### src/rtl/ac_cmd_encoder.sv
// Air-conditioner remote command encoder: debounced keys drive a small state
// machine whose state is framed into 35+32 bit halves. Optional macro AC_AUTO_REPEAT_EN.
module ac_cmd_encoder #(
    parameter int DEBOUNCE_CYCLES = 2500000,
    parameter int REPEAT_DELAY    = 62500000,
    parameter int REPEAT_PERIOD   = 31250000
) (
    input  logic        clk,
    input  logic        rst,
    input  logic        key_power,
    input  logic        key_mode,
    input  logic        key_fan,
    input  logic        key_temp_up,
    input  logic        key_temp_dn,
    output logic [34:0] cmd_data35,
    output logic [31:0] cmd_data32,
    output logic        cmd_valid,
    input  logic        cmd_ready
);

    localparam int NKEYS       = 5;
    localparam int KEY_POWER   = 0;
    localparam int KEY_MODE    = 1;
    localparam int KEY_FAN     = 2;
    localparam int KEY_TEMP_UP = 3;
    localparam int KEY_TEMP_DN = 4;
    localparam int DEB_W       = (DEBOUNCE_CYCLES > 1) ? $clog2(DEBOUNCE_CYCLES) : 1;

    localparam logic [2:0]  MODE_RESET = 3'd1;
    localparam logic [3:0]  TEMP_RESET = 4'd10;
    localparam logic [3:0]  TEMP_MAX   = 4'd14;
    localparam logic [22:0] D35_TAIL   = 23'b00000000010000001010010;
    localparam logic [27:0] D32_TAIL   = 28'h000000C;

    if (DEBOUNCE_CYCLES < 2 || REPEAT_DELAY < 2 || REPEAT_PERIOD < 2) begin : g_bad_params
        $error("ac_cmd_encoder: timing parameters must be at least 2");
    end

    logic [NKEYS-1:0] key_raw;
    logic [NKEYS-1:0] key_event;

    assign key_raw = {key_temp_dn, key_temp_up, key_fan, key_mode, key_power};

    genvar gi;
    generate
        for (gi = 0; gi < NKEYS; gi++) begin : g_key
            logic             sync1_reg;
            logic             sync2_reg;
            logic             deb_reg;
            logic             deb_prev_reg;
            logic [DEB_W-1:0] deb_cnt_reg;
            logic             deb_rise;

            // Debounced level flips only once the synchronized input has
            // disagreed with it for DEBOUNCE_CYCLES consecutive cycles.
            always_ff @(posedge clk or negedge rst) begin
                if (!rst) begin
                    sync1_reg    <= 1'b0;
                    sync2_reg    <= 1'b0;
                    deb_reg      <= 1'b0;
                    deb_prev_reg <= 1'b0;
                    deb_cnt_reg  <= '0;
                end else begin
                    sync1_reg    <= key_raw[gi];
                    sync2_reg    <= sync1_reg;
                    deb_prev_reg <= deb_reg;
                    if (sync2_reg == deb_reg) begin
                        deb_cnt_reg <= '0;
                    end else if (deb_cnt_reg == DEB_W'(DEBOUNCE_CYCLES - 1)) begin
                        deb_reg     <= sync2_reg;
                        deb_cnt_reg <= '0;
                    end else begin
                        deb_cnt_reg <= deb_cnt_reg + 1'b1;
                    end
                end
            end

            assign deb_rise = deb_reg & ~deb_prev_reg;

`ifdef AC_AUTO_REPEAT_EN
            if (gi == KEY_TEMP_UP || gi == KEY_TEMP_DN) begin : g_rpt
                localparam int RPT_MAX = (REPEAT_DELAY > REPEAT_PERIOD) ? REPEAT_DELAY : REPEAT_PERIOD;
                localparam int RPT_W   = $clog2(RPT_MAX);

                logic [RPT_W-1:0] rpt_cnt_reg;
                logic             rpt_armed_reg;
                logic [RPT_W-1:0] rpt_limit;
                logic             rpt_pulse;

                // Counter restarts at each repeat; the first interval is the longer delay.
                assign rpt_limit = rpt_armed_reg ? RPT_W'(REPEAT_PERIOD - 1) : RPT_W'(REPEAT_DELAY - 1);
                assign rpt_pulse = deb_reg && (rpt_cnt_reg == rpt_limit);

                always_ff @(posedge clk or negedge rst) begin
                    if (!rst) begin
                        rpt_cnt_reg   <= '0;
                        rpt_armed_reg <= 1'b0;
                    end else if (!deb_reg) begin
                        rpt_cnt_reg   <= '0;
                        rpt_armed_reg <= 1'b0;
                    end else if (rpt_pulse) begin
                        rpt_cnt_reg   <= '0;
                        rpt_armed_reg <= 1'b1;
                    end else begin
                        rpt_cnt_reg   <= rpt_cnt_reg + 1'b1;
                    end
                end

                assign key_event[gi] = deb_rise | rpt_pulse;
            end else begin : g_norpt
                assign key_event[gi] = deb_rise;
            end
`else
            assign key_event[gi] = deb_rise;
`endif
        end
    endgenerate

    logic       power_reg, power_next;
    logic [2:0] mode_reg, mode_next;
    logic [1:0] fan_reg, fan_next;
    logic [3:0] temp_reg, temp_next;
    logic       build_req_reg, build_req_next;
    logic [3:0] checksum;

    always_comb begin
        power_next     = power_reg;
        mode_next      = mode_reg;
        fan_next       = fan_reg;
        temp_next      = temp_reg;
        build_req_next = 1'b0;
        if (key_event[KEY_POWER]) begin
            power_next     = ~power_reg;
            build_req_next = 1'b1;
        end else if (power_reg) begin
            if (key_event[KEY_MODE]) begin
                mode_next = (mode_reg == 3'd4) ? 3'd0 : mode_reg + 3'd1;
            end else if (key_event[KEY_FAN]) begin
                fan_next = fan_reg + 2'd1;
            end else if (key_event[KEY_TEMP_UP]) begin
                temp_next = (temp_reg == TEMP_MAX) ? TEMP_MAX : temp_reg + 4'd1;
            end else if (key_event[KEY_TEMP_DN]) begin
                temp_next = (temp_reg == 4'd0) ? 4'd0 : temp_reg - 4'd1;
            end
            // Saturated temp presses still resend the unchanged frame.
            build_req_next = |key_event[KEY_TEMP_DN:KEY_MODE];
        end
    end

    always_ff @(posedge clk or negedge rst) begin
        if (!rst) begin
            power_reg     <= 1'b0;
            mode_reg      <= MODE_RESET;
            fan_reg       <= 2'd0;
            temp_reg      <= TEMP_RESET;
            build_req_reg <= 1'b0;
        end else begin
            power_reg     <= power_next;
            mode_reg      <= mode_next;
            fan_reg       <= fan_next;
            temp_reg      <= temp_next;
            build_req_reg <= build_req_next;
        end
    end

    assign checksum = {1'b0, mode_reg} + temp_reg + {3'b000, power_reg} + 4'd10;

    // A pending build overwrites any frame still waiting, so only the newest is sent.
    always_ff @(posedge clk or negedge rst) begin
        if (!rst) begin
            cmd_data35 <= '0;
            cmd_data32 <= '0;
            cmd_valid  <= 1'b0;
        end else if (build_req_reg) begin
            cmd_data35 <= {mode_reg, power_reg, fan_reg, 2'b00, temp_reg, D35_TAIL};
            cmd_data32 <= {checksum, D32_TAIL};
            cmd_valid  <= 1'b1;
        end else if (cmd_valid && cmd_ready) begin
            cmd_valid  <= 1'b0;
        end
    end

endmodule

### config.mk
export PLATFORM = sky130hd
export DESIGN_NAME = ac_cmd_encoder
export DESIGN_NICKNAME = d
export VERILOG_FILES = /design/src/rtl/ac_cmd_encoder.sv
export SDC_FILE = /design/constraint.sdc
export NUM_CORES = 1
export LEC_CHECK = 0
export ABC_AREA = 1
export CAP_MARGIN = 20
export CELL_PAD_IN_SITES_DETAIL_PLACEMENT = 1
export CELL_PAD_IN_SITES_GLOBAL_PLACEMENT = 1
export CORE_ASPECT_RATIO = 0.9
export CORE_MARGIN = 2
export CORE_UTILIZATION = 44
export DETAILED_ROUTE_END_ITERATION = 6
export PLACE_DENSITY = 0.92
export SETUP_SLACK_MARGIN = 0.3
export SYNTH_ARGS = -nofsm -noshare
export SYNTH_HDL_FRONTEND = slang
export SYNTH_SLANG_ARGS = --single-unit
### constraint.sdc
create_clock -name clk -period 2.3 [get_ports clk]
set_input_delay 0.575 -clock clk [delete_from_list [all_inputs] [get_ports clk]]
set_output_delay 0.575 -clock clk [all_outputs]
set_load 0.02 [all_outputs]
==> results.cfg, run 1 <==
[run_status]
outcome = complete, no violations

[clock_tree]
cts_buffers = 17
clk_pin_slew_ns = 0.06
insertion_delay_ns = 0.43
root_buffer = clkbuf_16
ctsHoldBuffers = 0
clkSinkCount = 157
htreeDepth = 4
clockBufferDepth = 2
cts_tree = built

[timing]
fmax_mhz = 492
setup_viol = 0
setup_slack_ns = 0.269
setup_tns_ns = 0
relSlewSlack_pct = 52.2
slew_viol_final = 0
period_needed_ns = 2.03
timing.final.crit_share_pct = 88.3
rsz0062_at_grt = false
fin_worst_skew_ns = 0.00618
hold_violations = 0
worstMarginPinSlew_ns = 0.717
whs_ns = 0.0649

[place]
portBuffers = 28
gp_congestion = 0.861
pre_cts_slack_ns = 0.199
hpwl_um = 16100
dp.cells = 1396

[yosys]
ys_types = 35
avgSynthCellArea_um2 = 7.83
ys_seq_elements = 157
ys_warn_count = 0
synthCells = 1120
ys_seq_area_share_pct = 44.8
syn_area_um2 = 8770

[routing]
post_drt_via_cell_ratio = 5.10
drt_iter0_markers = 344
drc = 0
vias = 7298
wire_per_inst_um = 16.0
postRouteAntennaNets = 0
drt_pass1_iterations = 7
finalWirelength_um = 22900

[floorplan]
initial_core_util_pct = 45.4
io_pins = 76
coreArea_um2 = 19300
row_count = 48
die_w_um = 153
dieArea_um2 = 21100
fp.dieH_um = 138

[finish]
nets = 1196
antenna_cells = 0
fin_util_pct = 51.0
largest_register_ff_count = 110
fin_cells = 1431
areaGrowthSynthToFinish_pct = 12.5
drive_gt1_share_pct = 9.57

[grt]
antenna_found_initial = 0
grt_pass1_wl_um = 38500
gr-total-overflow = 0
grt_usage_pct = 22.7
grt_pass1_vias = 7795
grt_max_degree = 50

[power]
leakage_nw = 4.59
p_per_area_nw_per_um2 = 617
ir_drop_uv = 286

[worst_setup_path]
r2r_cells = 8
crit_required_ns = 2.58
arrival_ns = 2.31
r2r_end = cmd_data32[31]
r2r_start = mode_reg[0]
path_class = flop to flop
r2r_setup_slack_ns = 0.27
path_max_fanout = 5
cp-end-kind = flop
worstSetupStartpointType = flop

[flow_run]
maxCapViolations = 0

[hold_path]
hp-class = primary input to async pin
## cells in the mapped netlist (all sizes together)
master | number | area (µm²)
nor2 | 275 | 1170
nand4 | 15 | 93.8
buf | 56 | 415
nor3 | 20 | 131
nand3 | 54 | 300
nand3b | 5 | 37.5
inv | 101 | 379
dfstp | 3 | 78.8
o21bai | 2 | 15.0
fa | 2 | 40.0
clkbuf | 2 | 7.51
conb | 1 | 3.75
a21oi | 16 | 80.1
ha | 18 | 225
o21ai | 24 | 120
o211ai | 1 | 7.51
xor2 | 38 | 333
nand2 | 293 | 1150
nor3b | 1 | 7.51
xnor2 | 32 | 280
or2 | 3 | 18.8
o21a | 1 | 7.51
dfrtp | 154 | 3850
a31oi | 3 | 18.8
## power by group
group | switching [W] | total, W | internal (W)
logic | 0.000193 | 0.000245 | 0.0000527
registers | 0.0000381 | 0.00283 | 0.00279
clock network | 0.00114 | 0.00301 | 0.00187
## cell usage in the layout, fill, tap and decap left out, types with 3 or more instances in the layout
cell type          n
nand2_1          275
dlymetal6s2s_1     5
clkdlybuf4s50_1   12
nor2_4            14
nand3_1           48
o21ai_0           17
nand3_2            6
o21ai_1            6
dfrtp_1          154
xor2_1            38
a21oi_1           16
nand2_2           17
clkbuf_1           3
nand3b_1           5
bufinv_16          4
xnor2_1           32
dlygate4sd2_1     10
ha_1              17
buf_4             12
a31oi_1            3
inv_1             94
dfstp_2            3
conb_1            47
nor3_2             4
nand4_1           15
nor2_1           249
inv_2              6
clkbuf_16         17
nor2_2            12
nor3_1            15
## final cells by class
| class | instances | area (µm²) |
|---|---|---|
| inverter | 101 | 382 |
| multi-input combinational | 850 | 4220 |
| timing repair buffer | 41 | 392 |
| tap | 250 | 313 |
| clock buffer | 22 | 464 |
| sequential | 157 | 3930 |
| fill | 2384 | 9470 |
| clock inverter | 10 | 163 |
## metal layers
layer,part of all wire [%],track usage (%),vias to the layer above
li1,-,-,3468
met1,45,28.8,3669
met2,50,39.9,123
met3,2.8,3.91,38
met4,2.0,7.46,0
met5,0,0,-
## stage by stage
stage	total power [W]	area, µm²
2_1_floorplan	0.00307	8940
3_3_place_gp	0.00312	9200
3_5_place_dp	0.00313	9200
4_1_cts	0.00617	9820
5_1_grt	0.00631	9870
6_report	0.00609	9870
## logic make-up after synthesis
logic type	after synthesis	share of synthesized area [%]
AO/OA/AOI/OAI	47	2.84
XOR/XNOR	70	6.99
adder cells (fa/ha/maj)	20	3.02
buffers and inverters	159	9.14
flip-flops	157	44.8
other	1	0.0427
AND/OR/NAND/NOR	666	33.1
## worst max-delay path by stage
stage | from | cells after the start | to
after global placement | mode_reg[0] | 8 | cmd_data32[31]
after global routing | mode_reg[0] | 8 | cmd_data32[31]
after detailed placement | mode_reg[0] | 8 | cmd_data32[31]
after floorplan | mode_reg[0] | 8 | cmd_data32[31]
final | mode_reg[0] | 8 | cmd_data32[31]
after CTS | power_reg | 8 | cmd_data32[31]
## repair_timing
item,4_1_cts,5_1_grt
setup buffers,0,3
resized for setup,13,13
setup endpoints to repair,12,7
## critical path, cell delays in order, from the launching register on
cell     delay, ns
dfstp_2       0.55
inv_4         0.05
fa_2          0.35
inv_1         0.08
ha_2          0.16
inv_1         0.06
fa_2          0.34
xor2_1        0.19
o21ai_1       0.09
No activity file was read; power rests on OpenSTA's default activity.
==> inputs of run 2 (changes only) <==
--- a/config.mk
+++ b/config.mk
@@ -7,14 +7,16 @@
 export LEC_CHECK = 0
 export ABC_AREA = 1
 export CAP_MARGIN = 20
-export CELL_PAD_IN_SITES_DETAIL_PLACEMENT = 1
+export CELL_PAD_IN_SITES_DETAIL_PLACEMENT = 0
 export CELL_PAD_IN_SITES_GLOBAL_PLACEMENT = 1
 export CORE_ASPECT_RATIO = 0.9
 export CORE_MARGIN = 2
-export CORE_UTILIZATION = 44
+export CORE_UTILIZATION = 45
+export CTS_BUF_LIST = sky130_fd_sc_hd__clkbuf_4
 export DETAILED_ROUTE_END_ITERATION = 6
-export PLACE_DENSITY = 0.92
+export PLACE_DENSITY = 0.94
 export SETUP_SLACK_MARGIN = 0.3
+export SKIP_CTS_REPAIR_TIMING = 1
 export SYNTH_ARGS = -nofsm -noshare
 export SYNTH_HDL_FRONTEND = slang
 export SYNTH_SLANG_ARGS = --single-unit
==> results.cfg, run 2 (same netlist as run 1, synthesis figures left out) <==
[timing]
setup_viol = 0
slew_viol_final = 0
period_needed_ns = 1.91
relSlewSlack_pct = 56.5
timing.final.crit_share_pct = 82.8
worstMarginPinSlew_ns = 0.651
hold_violations = 0
rsz0062_at_grt = false
setup_tns_ns = 0
fmax_mhz = 525
fin_worst_skew_ns = 0.0282
whs_ns = 0.362

[run_status]
outcome = complete, no violations

[floorplan]
row_count = 48
io_pins = 76
dieArea_um2 = 20600
coreArea_um2 = 19200
fp.dieH_um = 136
initial_core_util_pct = 45.8
die_w_um = 151

[finish]
nFillCells = 1881
nets = 1195
areaGrowthSynthToFinish_pct = 8.91
fin_cells = 1430
layout_commonest_cell = nand2_1
largest_register_ff_count = 110
most-common-layout-cells = nand2_1 (275), nor2_1 (249), dfrtp_1 (154), inv_1 (97), nand3_1 (48)
multi_input_area_um2 = 4220
register_area_um2 = 3930
drive_gt1_share_pct = 9.07
antenna_cells = 0

[worst_setup_path]
arrival_ns = 2.32
r2r_start = temp_reg[1]
worstSetupStartpointType = flop
path_max_fanout = 5
r2r_setup_slack_ns = 0.39
crit_required_ns = 2.72
cp-end-kind = flop
r2r_cells = 7
critPathSlowestCell = dfstp_2
cp_common_cell = inv_1
r2r_end = cmd_data32[30]
critPathMaxStageDelay_ns = 0.59
path_class = flop to flop
worstPathCellList = inv_1, ha_1, inv_1, ha_1, inv_1, fa_2, o21ai_1

[hold_path]
holdPathStages = 0
hold_end = g_key[2].sync2_reg
worstHoldStart = g_key[2].sync1_reg
hp-class = flop to flop

[routing]
drc = 0
drt_pass1_iterations = 5
wl_met2_um = 7510
drt_iter0_markers = 315
post_drt_via_cell_ratio = 4.72
postRouteAntennaNets = 0
wl_met3_um = 775
finalWirelength_um = 17000
wl_met1_um = 8660
vias = 6752
wire_per_inst_um = 11.9
top_layer = met4

[clock_tree]
clockBufferDepth = 2
clkSinkCount = 157
clk_pin_slew_ns = 0.12
root_buffer = clkbuf_4
insertion_delay_ns = 0.56
htreeDepth = 4
cts_tree = built
cts_buffers = 17

[place]
gp_congestion = 0.861
portBuffers = 28
hpwl_um = 12700
dp.cells = 1395

[power]
ir_drop_uv = 264
power_w = 0.00467
leakage_nw = 4.68
p_per_area_nw_per_um2 = 489

[grt]
antenna_found_initial = 0
grt_pass1_vias = 6235
grt_pass1_wl_um = 29300
grt_max_degree = 52
grt_usage_pct = 17.7
gr-total-overflow = 0

[flow_run]
maxCapViolations = 0
[run 2: cell count changes in the layout (fill, tap and decap cells not counted), sizes merged]
| cell | change |
|---|---|
| buf | -2 |
| bufinv | -2 |
| clkbuf | -4 |
| clkdlybuf4s50 | -6 |
| clkinv | +7 |
| clkinvlp | -1 |
| dlygate4sd2 | -10 |
| dlygate4sd3 | +1 |
| dlymetal6s2s | +16 |
[run 2: cell type report]
type	instances	area share [%]
Multi-Input combinational cell	850	44.1
Sequential cell	157	41.2
Timing Repair Buffer	40	4.73
Inverter	101	3.97
Tap cell	250	3.27
Clock buffer	18	1.41
Clock inverter	14	1.34
[run 2: critical path, delay by kind of cell (launching register included)]
family | cells | cell delay [ns]
AOI/OAI and AO/OA | 1 | 0.06
buffers and inverters | 3 | 0.21
DFF | 1 | 0.59
adders and majority gates | 3 | 0.92
[run 2: metrics by stage]
step	instance area [µm²]	utilization, %	setup slack (ns)
3_3_place_gp	9210	48.1	0.340
6_report	9550	49.9	0.395
3_5_place_dp	9210	48.1	0.305
2_1_floorplan	8940	-	0.393
4_1_cts	9470	49.4	0.0319
5_1_grt	9550	49.9	0.305
[run 2: where the power goes]
group          leakage [nW]  switching [W]  total (W)  internal (W)
sequential             2.15      0.0000341    0.00282       0.00279
combinational          2.38       0.000184   0.000239     0.0000548
clock                 0.150       0.000972    0.00161      0.000639
total                  4.68        0.00119    0.00467       0.00348
[run 2: layer usage]
layer  vias up  track usage, %
met3         6            3.79
met4         0            3.89
met5         -               0
met1      3157            25.9
li1       3470               -
met2       119            27.0
[run 2: worst max path at each step]
stage | startpoint | end | slack [ns] | depth (start not counted)
global placement | mode_reg[0] | cmd_data32[31] | 0.34 | 8
global route | temp_reg[1] | cmd_data32[31] | 0.31 | 8
finish | temp_reg[1] | cmd_data32[30] | 0.39 | 7
CTS | cmd_data32[3] | cmd_data35[6] | 0.03 | 1
floorplan | mode_reg[0] | cmd_data32[31] | 0.39 | 8
detailed placement | mode_reg[0] | cmd_data32[31] | 0.30 | 8
==> inputs of run 3 (changes only) <==
--- a/config.mk
+++ b/config.mk
@@ -11,10 +11,10 @@
 export CELL_PAD_IN_SITES_GLOBAL_PLACEMENT = 1
 export CORE_ASPECT_RATIO = 0.9
 export CORE_MARGIN = 2
-export CORE_UTILIZATION = 45
+export CORE_UTILIZATION = 41
 export CTS_BUF_LIST = sky130_fd_sc_hd__clkbuf_4
 export DETAILED_ROUTE_END_ITERATION = 6
-export PLACE_DENSITY = 0.94
+export PLACE_DENSITY = 0.9
 export SETUP_SLACK_MARGIN = 0.3
 export SKIP_CTS_REPAIR_TIMING = 1
 export SYNTH_ARGS = -nofsm -noshare
==> constraint.sdc (replaced) <==
create_clock -name clk -period 1.6 [get_ports clk]
set_input_delay 0.4 -clock clk [delete_from_list [all_inputs] [get_ports clk]]
set_output_delay 0.4 -clock clk [all_outputs]
set_load 0.02 [all_outputs]
==> results.cfg, run 3 (same netlist as run 1, synthesis figures left out) <==
[grt]
antenna_found_initial = 1
grt_busiest_layer = met2
met3_usage_pct = 3.64
gr-total-overflow = 0
grt_pass1_wl_um = 29800
use_met2_pct = 25.4
grt_usage_pct = 16.4
grt_max_degree = 44
globalRouteMet1Util_pct = 23.2
grt_pass1_vias = 6341

[timing]
setup_viol = 8
setup_tns_ns = -0.623
rsz0062_at_grt = true
setup_slack_ns = -0.252
timing.final.crit_share_pct = 116
period_needed_ns = 1.85
hold_violations = 0
fin_worst_skew_ns = 0.0282
slew_viol_final = 0
fmax_mhz = 540

[routing]
post_drt_via_cell_ratio = 4.80
wire_per_inst_um = 13.6
drt_iter0_markers = 443
vias = 7655
drc = 0
drt_pass1_iterations = 5
postRouteAntennaNets = 0
finalWirelength_um = 21700

[power]
p_per_area_nw_per_um2 = 558
leakage_nw = 5.20
ir_drop_uv = 433
power_w = 0.00685

[floorplan]
die_w_um = 158
dieArea_um2 = 22600
coreArea_um2 = 20900
io_pins = 76
initial_core_util_pct = 42.0
row_count = 50
fp.dieH_um = 143

[finish]
layout_commonest_cell = nand2_1
areaGrowthSynthToFinish_pct = 40.0
nets = 1323
largest_register_ff_count = 110
nFillCells = 1733
multi_input_area_um2 = 5720
register_area_um2 = 3990
drive_gt1_share_pct = 43.1
most-common-layout-cells = nand2_1 (205), nor2_1 (139), dfrtp_1 (110), buf_4 (102), inv_1 (82)

[clock_tree]
clockBufferDepth = 2
cts_tree = built
clkSinkCount = 157
root_buffer = clkbuf_4
htreeDepth = 4
clk_pin_slew_ns = 0.16
insertion_delay_ns = 0.60
cts_buffers = 17

[run_status]
outcome = finished with violations
violations = negative setup slack

[worst_setup_path]
path_max_fanout = 2
worstSetupStartpointType = flop
crit_required_ns = 2.12
cp-end-kind = flop
arrival_ns = 2.37
path_class = flop to flop

[place]
gp_congestion = 0.838
hpwl_um = 13000
portBuffers = 28
pre_cts_slack_ns = -0.242

[hold_path]
hp-class = primary input to async pin

[flow_run]
maxCapViolations = 0
[run 3: changes by cell type in the layout (fill, tap and decap cells not counted), moves of 21 or more]
cell,before,now
nand2_2,17,65
nor2_2,12,57
dfrtp_1,154,110
buf_6,1,48
dlymetal6s2s_1,21,0
nand2_1,275,205
nand3_1,48,23
nor2_1,249,139
dfrtp_2,0,44
nor2_4,14,79
buf_4,9,102
[run 3: layer usage]
layer | vias to the layer above | wire (µm)
li1 | 3731 | -
met1 | 3711 | 9490
met2 | 185 | 11000
met3 | 28 | 839
met4 | 0 | 340
met5 | - | 0
[run 3: path summary, 6_finish.rpt]
kind | startpoint | endpoint | slack, ns | depth (start not counted)
max | mode_reg[0] | cmd_data32[31] | -0.25 | 8
min | rst | g_key[3].deb_cnt_reg[18] | 0.21 | 2
max reg2reg | mode_reg[0] | cmd_data32[31] | -0.25 | 8
min reg2reg | g_key[4].sync1_reg | g_key[4].sync2_reg | 0.37 | 0
max in group asynchronous | rst | g_key[1].deb_cnt_reg[9] | 0.78 | 3
min in group clk | key_temp_up | g_key[3].sync1_reg | 0.24 | 1
[run 3: layout make-up]
class	instances	share of cell area (%)
Multi-Input combinational cell	851	46.5
Clock inverter	13	0.764
Sequential cell	157	32.5
Timing Repair Buffer	167	12.8
Antenna cell	3	0.0611
Clock buffer	18	1.10
Inverter	101	3.41
Tap cell	286	2.91
[run 3: worst max-delay path: stages, from the launching register on]
cell	delay, ns
dfstp_2	0.56
inv_2	0.04
fa_2	0.32
inv_2	0.07
ha_4	0.12
inv_2	0.03
fa_2	0.34
xor2_1	0.17
o21ai_1	0.13
[run 3: power breakdown]
group	internal, W	switching [W]
Sequential	0.00401	0.0000661
Combinational	0.000220	0.000399
Clock	0.000624	0.00153
Total	0.00486	0.00199
[run 3: per-stage QoR]
step	area, µm²	std cells	hold WS, ns	util, %
floorplan	8990	1166	0.104	-
global placement	9480	1452	0.296	45.4
detailed placement	9480	1452	0.297	45.4
CTS	9710	1483	-0.365	46.5
global route	12300	1596	0.176	58.8
finish	12300	1596	0.213	58.8
